File: src/rtl/band_energy_pkg.sv
// Shared types and constants for the band-energy feature extractor.
package band_energy_pkg;

    // Frame-processing states of the extractor.
    typedef enum logic [1:0] {
        ACCUM   = 2'd0,
        FLUSH   = 2'd1,
        EMIT    = 2'd2,
        DISCARD = 2'd3
    } state_e;

    localparam int SQ_W       = 32;  // squared bin magnitude
    localparam int ENERGY_W   = 40;  // total-frame energy accumulator
    localparam int BAND_W     = 36;  // per-band energy accumulator
    localparam int LOG_FRAC_W = 10;  // fractional bits of the log2 code
    localparam int FEAT_W     = 16;  // feature width

    // Feature code for zero energy; also the offset that makes the log code signed.
    localparam logic [FEAT_W-1:0] ZERO_FEATURE   = 16'h8000;
    localparam logic [FEAT_W-1:0] FEATURE_OFFSET = 16'h8000;

    // Position of the most significant set bit (0 when e is zero).
    function automatic logic [5:0] lead_one(input logic [ENERGY_W-1:0] e);
        logic [5:0] p;
        p = '0;
        for (int i = 0; i < ENERGY_W; i++) begin
            if (e[i]) p = 6'(i);
        end
        return p;
    endfunction

endpackage

File: src/rtl/band_energy_extractor_if.sv
// Bin input stream and feature output stream of the extractor.
// Handshake: a beat transfers on every cycle its valid is high; there is no
// ready in either direction, so the sink must take each beat as it comes.
// *_last marks the final beat of a frame and is only meaningful with valid.
interface band_energy_extractor_if;
    logic        [15:0] bin_data_in;
    logic               bin_valid_in;
    logic               bin_last_in;
    logic signed [15:0] feature_data_out;
    logic               feature_valid_out;
    logic               feature_last_out;
    logic               frame_error_out;

    // Bin source / feature sink side.
    modport master (
        output bin_data_in, bin_valid_in, bin_last_in,
        input  feature_data_out, feature_valid_out, feature_last_out, frame_error_out
    );

    // Extractor side.
    modport slave (
        input  bin_data_in, bin_valid_in, bin_last_in,
        output feature_data_out, feature_valid_out, feature_last_out, frame_error_out
    );
endinterface

File: src/rtl/log2_approx.sv
// Registered piecewise-linear log2: {leading-one index, 10 bits below it},
// offset to a signed feature. Zero energy maps to the most negative code.
module log2_approx
    import band_energy_pkg::*;
(
    input  logic                     clk_i,
    input  logic                     rst_n_i,
    input  logic                     en_i,
    input  logic [ENERGY_W-1:0]      energy_i,
    output logic signed [FEAT_W-1:0] feature_o
);

    logic [5:0]            lead_p;
    logic [LOG_FRAC_W-1:0] frac;
    logic [FEAT_W-1:0]     feature_d;
    logic [FEAT_W-1:0]     feature_q;

    // Shifting {E, 10'b0} right by p puts the leading one at bit 10, so the
    // low 10 bits are the mantissa, zero-padded when p < 10.
    always_comb begin
        lead_p = lead_one(energy_i);
        frac   = LOG_FRAC_W'({energy_i, {LOG_FRAC_W{1'b0}}} >> lead_p);
        if (energy_i == '0) begin
            feature_d = ZERO_FEATURE;
        end else begin
            feature_d = {lead_p, frac} ^ FEATURE_OFFSET;
        end
    end

    // Output register, loaded only while features are being emitted.
    always_ff @(posedge clk_i or negedge rst_n_i) begin
        if (!rst_n_i) begin
            feature_q <= '0;
        end else if (en_i) begin
            feature_q <= feature_d;
        end
    end

    assign feature_o = feature_q;

endmodule

File: src/rtl/band_energy_extractor.sv
// Turns a frame of FFT bin magnitudes into a 16-entry log-energy vector:
// entry 0 is total frame energy, entries 1..15 the equal-width band energies.
module band_energy_extractor
    import band_energy_pkg::*;
#(
    parameter int NUM_BINS         = 256,
    parameter int NUM_FEATURES_OUT = 16,
    parameter int BINS_PER_BAND    = 16
) (
    input  logic                    clk_in,
    input  logic                    rst_in,
    band_energy_extractor_if.slave  bus,
    output state_e                  state_dbg_out
);

    localparam int CNT_W  = $clog2(NUM_BINS);
    localparam int IDX_W  = $clog2(NUM_FEATURES_OUT);
    localparam int BAND_SH = $clog2(BINS_PER_BAND);
    localparam logic [CNT_W-1:0] CNT_LAST = CNT_W'(NUM_BINS - 1);
    localparam logic [IDX_W-1:0] IDX_LAST = IDX_W'(NUM_FEATURES_OUT - 1);

    state_e             state_q, state_d;
    logic [CNT_W-1:0]   cnt_q, cnt_d;
    logic               flush_q, flush_d;
    logic [IDX_W-1:0]   idx_q, idx_d;
    logic               ovr_q, ovr_d;        // a bin was dropped during FLUSH/EMIT
    logic               ovr_last_q, ovr_last_d;  // most recent dropped bin was last

    logic               accept;
    logic               clear_acc;
    logic               emit_active;
    logic               emit_last;
    logic               err_d;

    logic [SQ_W-1:0]    sq_q;
    logic               sq_valid_q;
    logic [IDX_W-1:0]   sq_band_q;

    logic [ENERGY_W-1:0] total_q;
    logic [BAND_W-1:0]   band_acc_q [NUM_FEATURES_OUT];  // slot 0 (DC) stays zero
    logic [ENERGY_W-1:0] energy_sel;

    logic               feat_valid_q;
    logic               feat_last_q;
    logic               err_q;
    logic signed [FEAT_W-1:0] feat_data;

    // FSM state register plus bin counter, flush timer and emit index.
    always_ff @(posedge clk_in or negedge rst_in) begin
        if (!rst_in) begin
            state_q    <= ACCUM;
            cnt_q      <= '0;
            flush_q    <= 1'b0;
            idx_q      <= '0;
            ovr_q      <= 1'b0;
            ovr_last_q <= 1'b0;
        end else begin
            state_q    <= state_d;
            cnt_q      <= cnt_d;
            flush_q    <= flush_d;
            idx_q      <= idx_d;
            ovr_q      <= ovr_d;
            ovr_last_q <= ovr_last_d;
        end
    end

    // Next-state logic: framing checks, pipeline drain and emit sequencing.
    always_comb begin
        state_d     = state_q;
        cnt_d       = cnt_q;
        flush_d     = flush_q;
        idx_d       = idx_q;
        ovr_d       = ovr_q;
        ovr_last_d  = ovr_last_q;
        accept      = 1'b0;
        clear_acc   = 1'b0;
        emit_active = 1'b0;
        emit_last   = 1'b0;
        err_d       = 1'b0;
        case (state_q)
            ACCUM: begin
                if (bus.bin_valid_in) begin
                    if (bus.bin_last_in) begin
                        if (cnt_q == CNT_LAST) begin
                            accept  = 1'b1;
                            cnt_d   = '0;
                            flush_d = 1'b0;
                            state_d = FLUSH;
                        end else begin
                            // Short frame: drop it and start afresh.
                            err_d     = 1'b1;
                            clear_acc = 1'b1;
                            cnt_d     = '0;
                        end
                    end else if (cnt_q == CNT_LAST) begin
                        // Too many bins: drop the rest of this frame.
                        err_d     = 1'b1;
                        clear_acc = 1'b1;
                        cnt_d     = '0;
                        state_d   = DISCARD;
                    end else begin
                        accept = 1'b1;
                        cnt_d  = cnt_q + 1'b1;
                    end
                end
            end
            FLUSH: begin
                if (bus.bin_valid_in) begin
                    ovr_d      = 1'b1;
                    ovr_last_d = bus.bin_last_in;
                end
                flush_d = 1'b1;
                if (flush_q) begin
                    idx_d   = '0;
                    state_d = EMIT;
                end
            end
            EMIT: begin
                emit_active = 1'b1;
                emit_last   = (idx_q == IDX_LAST);
                if (bus.bin_valid_in) begin
                    ovr_d      = 1'b1;
                    ovr_last_d = bus.bin_last_in;
                end
                idx_d = idx_q + 1'b1;
                if (idx_q == IDX_LAST) begin
                    clear_acc  = 1'b1;
                    cnt_d      = '0;
                    ovr_d      = 1'b0;
                    ovr_last_d = 1'b0;
                    state_d    = ACCUM;
                    if (ovr_q || bus.bin_valid_in) begin
                        err_d = 1'b1;
                        if (!(bus.bin_valid_in ? bus.bin_last_in : ovr_last_q)) begin
                            state_d = DISCARD;
                        end
                    end
                end
            end
            DISCARD: begin
                if (bus.bin_valid_in && bus.bin_last_in) begin
                    clear_acc = 1'b1;
                    cnt_d     = '0;
                    state_d   = ACCUM;
                end
            end
            default: begin
                state_d = ACCUM;
            end
        endcase
    end

    // Square stage; a clear also kills the square in flight.
    always_ff @(posedge clk_in or negedge rst_in) begin
        if (!rst_in) begin
            sq_q       <= '0;
            sq_valid_q <= 1'b0;
            sq_band_q  <= '0;
        end else begin
            sq_q       <= 32'(bus.bin_data_in) * 32'(bus.bin_data_in);
            sq_valid_q <= accept && !clear_acc;
            sq_band_q  <= IDX_W'(cnt_q >> BAND_SH);
        end
    end

    // Accumulate stage: every square into the total, non-DC squares into their band.
    always_ff @(posedge clk_in or negedge rst_in) begin
        if (!rst_in) begin
            total_q <= '0;
            for (int i = 0; i < NUM_FEATURES_OUT; i++) band_acc_q[i] <= '0;
        end else if (clear_acc) begin
            total_q <= '0;
            for (int i = 0; i < NUM_FEATURES_OUT; i++) band_acc_q[i] <= '0;
        end else if (sq_valid_q) begin
            total_q <= total_q + ENERGY_W'(sq_q);
            if (sq_band_q != '0) begin
                band_acc_q[sq_band_q] <= band_acc_q[sq_band_q] + BAND_W'(sq_q);
            end
        end
    end

    // Feature index 0 reads the total energy, others their band.
    always_comb begin
        energy_sel = ENERGY_W'(band_acc_q[idx_q]);
        if (idx_q == '0) energy_sel = total_q;
    end

    log2_approx u_log2 (
        .clk_i     (clk_in),
        .rst_n_i   (rst_in),
        .en_i      (emit_active),
        .energy_i  (energy_sel),
        .feature_o (feat_data)
    );

    // Output flags, aligned with the registered log2 result.
    always_ff @(posedge clk_in or negedge rst_in) begin
        if (!rst_in) begin
            feat_valid_q <= 1'b0;
            feat_last_q  <= 1'b0;
            err_q        <= 1'b0;
        end else begin
            feat_valid_q <= emit_active;
            feat_last_q  <= emit_last;
            err_q        <= err_d;
        end
    end

    assign bus.feature_data_out  = feat_data;
    assign bus.feature_valid_out = feat_valid_q;
    assign bus.feature_last_out  = feat_last_q;
    assign bus.frame_error_out   = err_q;
    assign state_dbg_out         = state_q;

endmodule

File: src/flat_wrapper.sv
// flat-port wrapper written by rule: the top's interface ports become plain ports
module band_energy_extractor_flat import band_energy_pkg::*;
#(
    parameter int NUM_BINS         = 256,
    parameter int NUM_FEATURES_OUT = 16,
    parameter int BINS_PER_BAND    = 16
)
  (clk_in, rst_in, state_dbg_out, bus_bin_data_in, bus_bin_valid_in, bus_bin_last_in, bus_feature_data_out, bus_feature_valid_out, bus_feature_last_out, bus_frame_error_out);
  band_energy_extractor_if bus_i ();
  input  logic clk_in;
  input  logic rst_in;
  output state_e state_dbg_out;
  input wire logic [$bits(bus_i.bin_data_in)-1:0] bus_bin_data_in;
  input wire logic [$bits(bus_i.bin_valid_in)-1:0] bus_bin_valid_in;
  input wire logic [$bits(bus_i.bin_last_in)-1:0] bus_bin_last_in;
  output wire logic [$bits(bus_i.feature_data_out)-1:0] bus_feature_data_out;
  output wire logic [$bits(bus_i.feature_valid_out)-1:0] bus_feature_valid_out;
  output wire logic [$bits(bus_i.feature_last_out)-1:0] bus_feature_last_out;
  output wire logic [$bits(bus_i.frame_error_out)-1:0] bus_frame_error_out;
  assign bus_i.bin_data_in = bus_bin_data_in;
  assign bus_i.bin_valid_in = bus_bin_valid_in;
  assign bus_i.bin_last_in = bus_bin_last_in;
  assign bus_feature_data_out = bus_i.feature_data_out;
  assign bus_feature_valid_out = bus_i.feature_valid_out;
  assign bus_feature_last_out = bus_i.feature_last_out;
  assign bus_frame_error_out = bus_i.frame_error_out;
  band_energy_extractor #(.NUM_BINS(NUM_BINS), .NUM_FEATURES_OUT(NUM_FEATURES_OUT), .BINS_PER_BAND(BINS_PER_BAND)) u_core (.clk_in(clk_in), .rst_in(rst_in), .bus(bus_i), .state_dbg_out(state_dbg_out));
endmodule
File: config.mk
export PLATFORM = sky130hd
export DESIGN_NAME = band_energy_extractor_flat
export DESIGN_NICKNAME = d
export VERILOG_FILES = /design/src/rtl/band_energy_pkg.sv /design/src/rtl/band_energy_extractor_if.sv /design/src/rtl/log2_approx.sv /design/src/rtl/band_energy_extractor.sv /design/src/flat_wrapper.sv
export SDC_FILE = /design/constraint.sdc
export NUM_CORES = 2
export LEC_CHECK = 0
export BUFFER_PORTS_ARGS = -buffer_cell sky130_fd_sc_hd__buf_2
export CAP_MARGIN = 15
export CORE_UTILIZATION = 57
export DETAILED_ROUTE_END_ITERATION = 16
export PLACE_DENSITY_LB_ADDON = 0.05
export SLEW_MARGIN = 15
export SYNTH_ARGS = -nofsm -noshare
export SYNTH_HDL_FRONTEND = slang
export SYNTH_SLANG_ARGS = --single-unit
File: constraint.sdc
create_clock -name clk_in -period 9.01 [get_ports clk_in]
set_input_delay 1.802 -clock clk_in [delete_from_list [all_inputs] [get_ports clk_in]]
set_output_delay 1.802 -clock clk_in [all_outputs]
set_load 0.02 [all_outputs]
# Word-level counts from Yosys, hierarchy flattened
# Index checks and enable logic that the tools add are counted.
# totals
regBits,689
input_bits,20
output_inout_bits,21
wordCells,170
# classes
add_sub_neg,4
mul,1
n_lt_le_gt_ge,3
n_eq_ne,11
n_shift,1
n_mux,98
n_bitwise,3
n_reduce_logical,19
# ops
op,count
$mux 576,3
$bwmux 576,1
$bmux 36 s4,2
$mux 6,37
$mux 36,5
$demux 36 s4,1
$mux 40,3
$shr 50x6->10,1
$add 40x32->40,1
$logic_not 40->1,1
$mux 8,5
$add 36x32->36,1
$mul 16x16->32,1
$pmux 8 s3,1
$mux 1,21
$mux 2,10
$mux 16,1
$ge 5x5->1 const B,2
$not 4->5,2
$add 8x1->8 const B,1
$eq 8x8->1 const B,1
$ne 2x1->1 const B,4
$pmux 1 s2,4
$pmux 2 s4,1
21 further kinds,30

# Logic depth before layout (Yosys ltp)
# logic_depth
depth_word,46
ltp_mapped,28
depth_no_buf,27

# Cells and area by module
# From an unflattened synthesis, not the netlist that was laid out.
# unflattened
cells_unflattened,4065
hier_area_um2,46299.4
# by_module_without_submodules
mod,n_inst,cells_per_inst,area_per_inst_um2,seq_area_each_um2
band_energy_extractor,1,3634,43051.3,16816.1
log2_approx,1,431,3248.1,400.4

# Worst setup path after synthesis
# Ideal clock, no wire load.
# synth_timing
kind,input port to flip-flop
from,input bus_bin_data_in[8]
to,register u_core.sq_q[30]
setup_ns,0.122
t_arrival_ns,8.035
required_ns,8.888
slack_ns,0.853
stages,26
path_buffers,1
cell_sequence,clkbuf_1 -> inv_1 -> nor2_1 -> fa_1 -> fa_1 -> inv_1 -> fa_1 -> inv_1 -> fa_1 -> fa_1 -> inv_1 -> fa_1 -> inv_1 -> ha_1 -> a21oi_1 -> nor2b_1 -> or4_1 -> o21ai_0 -> a31oi_1 -> a41oi_1 -> nand2_1 -> a41oi_1 -> nor2b_1 -> o21a_1 -> o41a_1 -> xor2_1
# synth_between
elab_chain_len,1
# synth_lines
item,line,rtl
"start, declared",flat_wrapper.sv:13,input wire logic [$bits(bus_i.bin_data_in)-1:0] bus_bin_data_in;
$mul 16x16->32,band_energy_extractor.sv:160,sq_q <= 32'(bus.bin_data_in) * 32'(bus.bin_data_in);
"end signal, assigned",band_energy_extractor.sv:160,
"end, declared",band_energy_extractor.sv:35,logic [SQ_W-1:0] sq_q;
# No other way between the ends.
# A chain may end at the register's enable or synchronous reset.

# Worst setup path in the final report
# layout_timing
from,input bus_bin_data_in[4]
to,register u_core.sq_q[31]
# Same word-level chain as after synthesis.

==> key figures <==
Outcome
  – Outcome: completed

Placed design
  – DP HPWL: between 100,000 and 150,000 um
  – DP Worst Slack: between 150 and 200 ps
  – Final GP Congestion: 1.007
  – Post-DP Area: 47,230 um^2
  – PortBufs: 40

CTS
  – Hold_buf cts: 0
  – CTS tree: yes
  – CTS buffer count: just under 80
  – Root Buffer: clkbuf_16
  – Maximum buffer depth of the clock tree: 3
  – H-tree Lvls: 3
  – Worst-Skew Late Latency: 660 ps
  – Postcts setup bufs: 0
  – # clock sinks: slightly below 700
  – Clock slew at reported path FFs: about 60 ps
  – CTS resizes: 0

Synthesis
  – Yosys reg bits: ~690
  – Top cells by count, synth: dfrtp_1, a22o_1, mux4_2
  – Largest family of logic cells by synthesized area: multiplexers
  – Most frequent cell after synthesis: dfrtp_1
  – Gate Count Post-Synth: about 4,000
  – Synth Net Count: 4,333
  – Synthesized cell area: 45,920 um^2
  – Netlist cell types: just under 100
  – Post-synth EDFFs: 0
  – Largest area contributor in the netlist: dfrtp_1
  – Asr flop ratio synth: 1.000
  – Mean Syn Cell Area: 11.53 um^2
  – Predominant post-synthesis flop cell: dfrtp_1
  – Post-synthesis sequential area ratio: 0.3750
  – Synth Area in Adders: 0.1170
  – Yosys top cell area share: 0.3750
  – Post-Synth Simple-Gate Area: 0.08238
  – Warning count from the yosys run: 0
  – Mux cell area share after synthesis: 0.1905
  – Synth Area in Compound Gates: 0.1640
  – Top area cells in the synthesized netlist: dfrtp_1, mux4_2, a22o_1
  – Synth Area in XOR/XNOR: 0.01850

Drt
  – DRC: 0
  – DRT iter0 DRCs: between 4,000 and 5,000
  – Wire per inst: 31.35 um
  – Vias: between 30,000 and 40,000
  – Aggregate routed wire length: about 160,000 um
  – Final ANT Viol Nets: 0
  – WL met3: between 15,000 and 20,000 um
  – Met1 Wirelength: 59,280 um
  – Routed met2 length: 68,500 um
  – First-pass DRT Iterations: 6
  – DR top layer: met5
  – Vias per inst: around 7

Hold path
  – Hold WC Path Type: register to register

Setup path
  – CP endpoint kind: register
  – Worst Setup Path Type: input port to register
  – CP max stage delay: around 540 ps
  – Startpoint Class: input port
  – Crit-path max FO: 12
  – Critical path's slowest cell: fa_1
  – Worst Path Required: 9530 ps
  – Worst path arrival time: 8790 ps

Final layout
  – Fillcell total: 6,264
  – Ant. Diodes: 0
  – Layout area overhead: 9.202%
  – Layout cell share with drive strength beyond 1: 0.1745
  – Layout Nets: between 4,000 and 5,000
  – Final Instance Area: roughly 50,000 um^2

Flow run
  – Max cap viols: 0

Timing
  – Slew Viols, Final: 0
  – Period minus WS final: a little over 8000 ps
  – Max Clk Rate: 120.9 MHz
  – Period utilization: 0.9179
  – Final hold slack: around 440 ps
  – RSZ-0062 raised after global routing: no
  – Final setup violation count: 0
  – Skew final: about 47 ps
  – Final Hold Fails: 0
  – PnR worst setup slack: 739.6 ps
  – Worst slew margin: 0.1592
  – Setup TNS: 0 ps
  – Slew @ Worst Pin: roughly 1300 ps

Die
  – Num rows: around 100
  – Die height: approximately 290 um
  – Starting Density: 0.5784
  – Die area: ~80,000 um^2
  – # IOs: between 40 and 50
  – Total core area: between 70,000 and 80,000 um^2
  – DIE WIDTH: 285.8 um

Global route
  – Largest net degree at the start of global routing: approximately 190
  – First-pass GRT wire length: ~240,000 um
  – Gr ovfl total: 0
  – Vias in the first global route: approximately 36,000
  – GRT Overall Usage: 0.3927
  – Initial antenna violation count: 2

Power and ir drop
  – Pleak: 22.89 nW
  – Power per standard cell area: approximately 350 nW/um^2
  – Worst IR Drop VDD: 0.3538 mV
layer usage:
layer  global-route usage  up-vias
li1                     -    14620
met1               0.5337    18580
met2               0.5643     2412
met3               0.1152      566
met4               0.2261        4
met5                    0        -
kinds of logic (layout without fill, tap and decap cells):
family	count (synthesis)	after routing
AOI/OAI and AO/OA	1022	1022
and+or+nand+nor	803	803
DFF	688	688
buffers and inverters	563	564
muxes	478	478
adders and majority gates	331	331
xor gates and xnor gates	97	97
layout by cell type, fill, tap and decap left out, types with 11 or more instances in the layout:
master	count
dfrtp_1	680
mux4_2	295
nand2b_1	22
nor3_1	41
clkbuf_1	15
o21bai_1	11
mux4_1	14
clkbuf_8	11
a21oi_1	110
buf_4	98
fa_1	164
nand3_1	39
nand2_1	279
a21oi_4	15
mux2i_1	139
o21ai_0	193
bufinv_16	12
nor2b_1	60
or2_2	12
clkbuf_16	79
xnor2_1	61
inv_1	267
and2_1	63
a21o_1	32
a22o_1	440
mux2_2	29
buf_2	39
o22ai_1	32
o21a_1	12
and3_1	16
or3_1	12
xor2_1	25
clkinv_2	18
nor2_1	194
nor2_4	13
o221ai_1	13
a31oi_1	17
a211oi_1	29
ha_1	167
worst max-delay path, delay by kind of cell:
family / cells / cell delay, ps
XOR/XNOR: 1 / 130
buffers and inverters: 6 / 700
AO/OA/AOI/OAI: 9 / 2550
adder cells (fa/ha/maj): 7 / 3080
AND/OR/NAND/NOR: 3 / 530
where the power goes:
| group | switching (mW) | total, mW | internal [mW] |
|---|---|---|---|
| Combinational | 6.54 | 10.3 | 3.79 |
| Sequential | 0.387 | 3.72 | 3.34 |
| Clock | 1.40 | 3.47 | 2.07 |
| Total | 8.33 | 17.5 | 9.19 |
worst paths after layout:
check                                                   start  cells past startpoint                            endpoint  slack, ps
worst max-delay path                       bus_bin_data_in[4]                     26           u_core.sq_q[31]$_DFF_PN0_        740
worst min-delay path              u_core.cnt_q[5]$_DFFE_PN0P_                      0       u_core.sq_band_q[1]$_DFF_PN0_        440
worst max register to register  u_core.sq_band_q[0]$_DFF_PN0_                     14  u_core.band_acc_q[143]$_DFFE_PN0P_       1680
worst min register to register    u_core.cnt_q[5]$_DFFE_PN0P_                      0       u_core.sq_band_q[1]$_DFF_PN0_        440
max in group asynchronous                              rst_in                      3           u_core.sq_q[18]$_DFF_PN0_       5670
min in group asynchronous                              rst_in                      1  u_core.band_acc_q[285]$_DFFE_PN0P_       1170
flip-flops by register name (all words and copies together) (netlist names), 2 cells and up:
register / cells
u_core.cnt_q: 8
u_core.band_acc_q: 576
u_core.sq_q: 31
u_core.total_q: 40
u_core.idx_q: 4
u_core.state_dbg_out: 2
u_core.sq_band_q: 4
u_core.u_log2.feature_o: 16
cell type report:
cell class              count  area [um^2]  area share
multi-input cells        2731        26670      0.5320
flip-flops and latches    688        17240      0.3439
clock buffers             105         2185     0.04357
well taps                1050         1314     0.02620
repair buffers            145         1071     0.02136
inverters                 273         1025     0.02044
clock inverters            41        631.9     0.01260
per-stage QoR:
step	util	instances	total power [mW]
floorplan	-	3982	10.91
global placement	0.5950	4886	13.67
detailed placement	0.5950	4886	13.78
CTS	0.6304	5032	17.28
global route	0.6316	5033	18.45
finish	0.6316	5033	17.52
(Power assumes the default switching activity.)
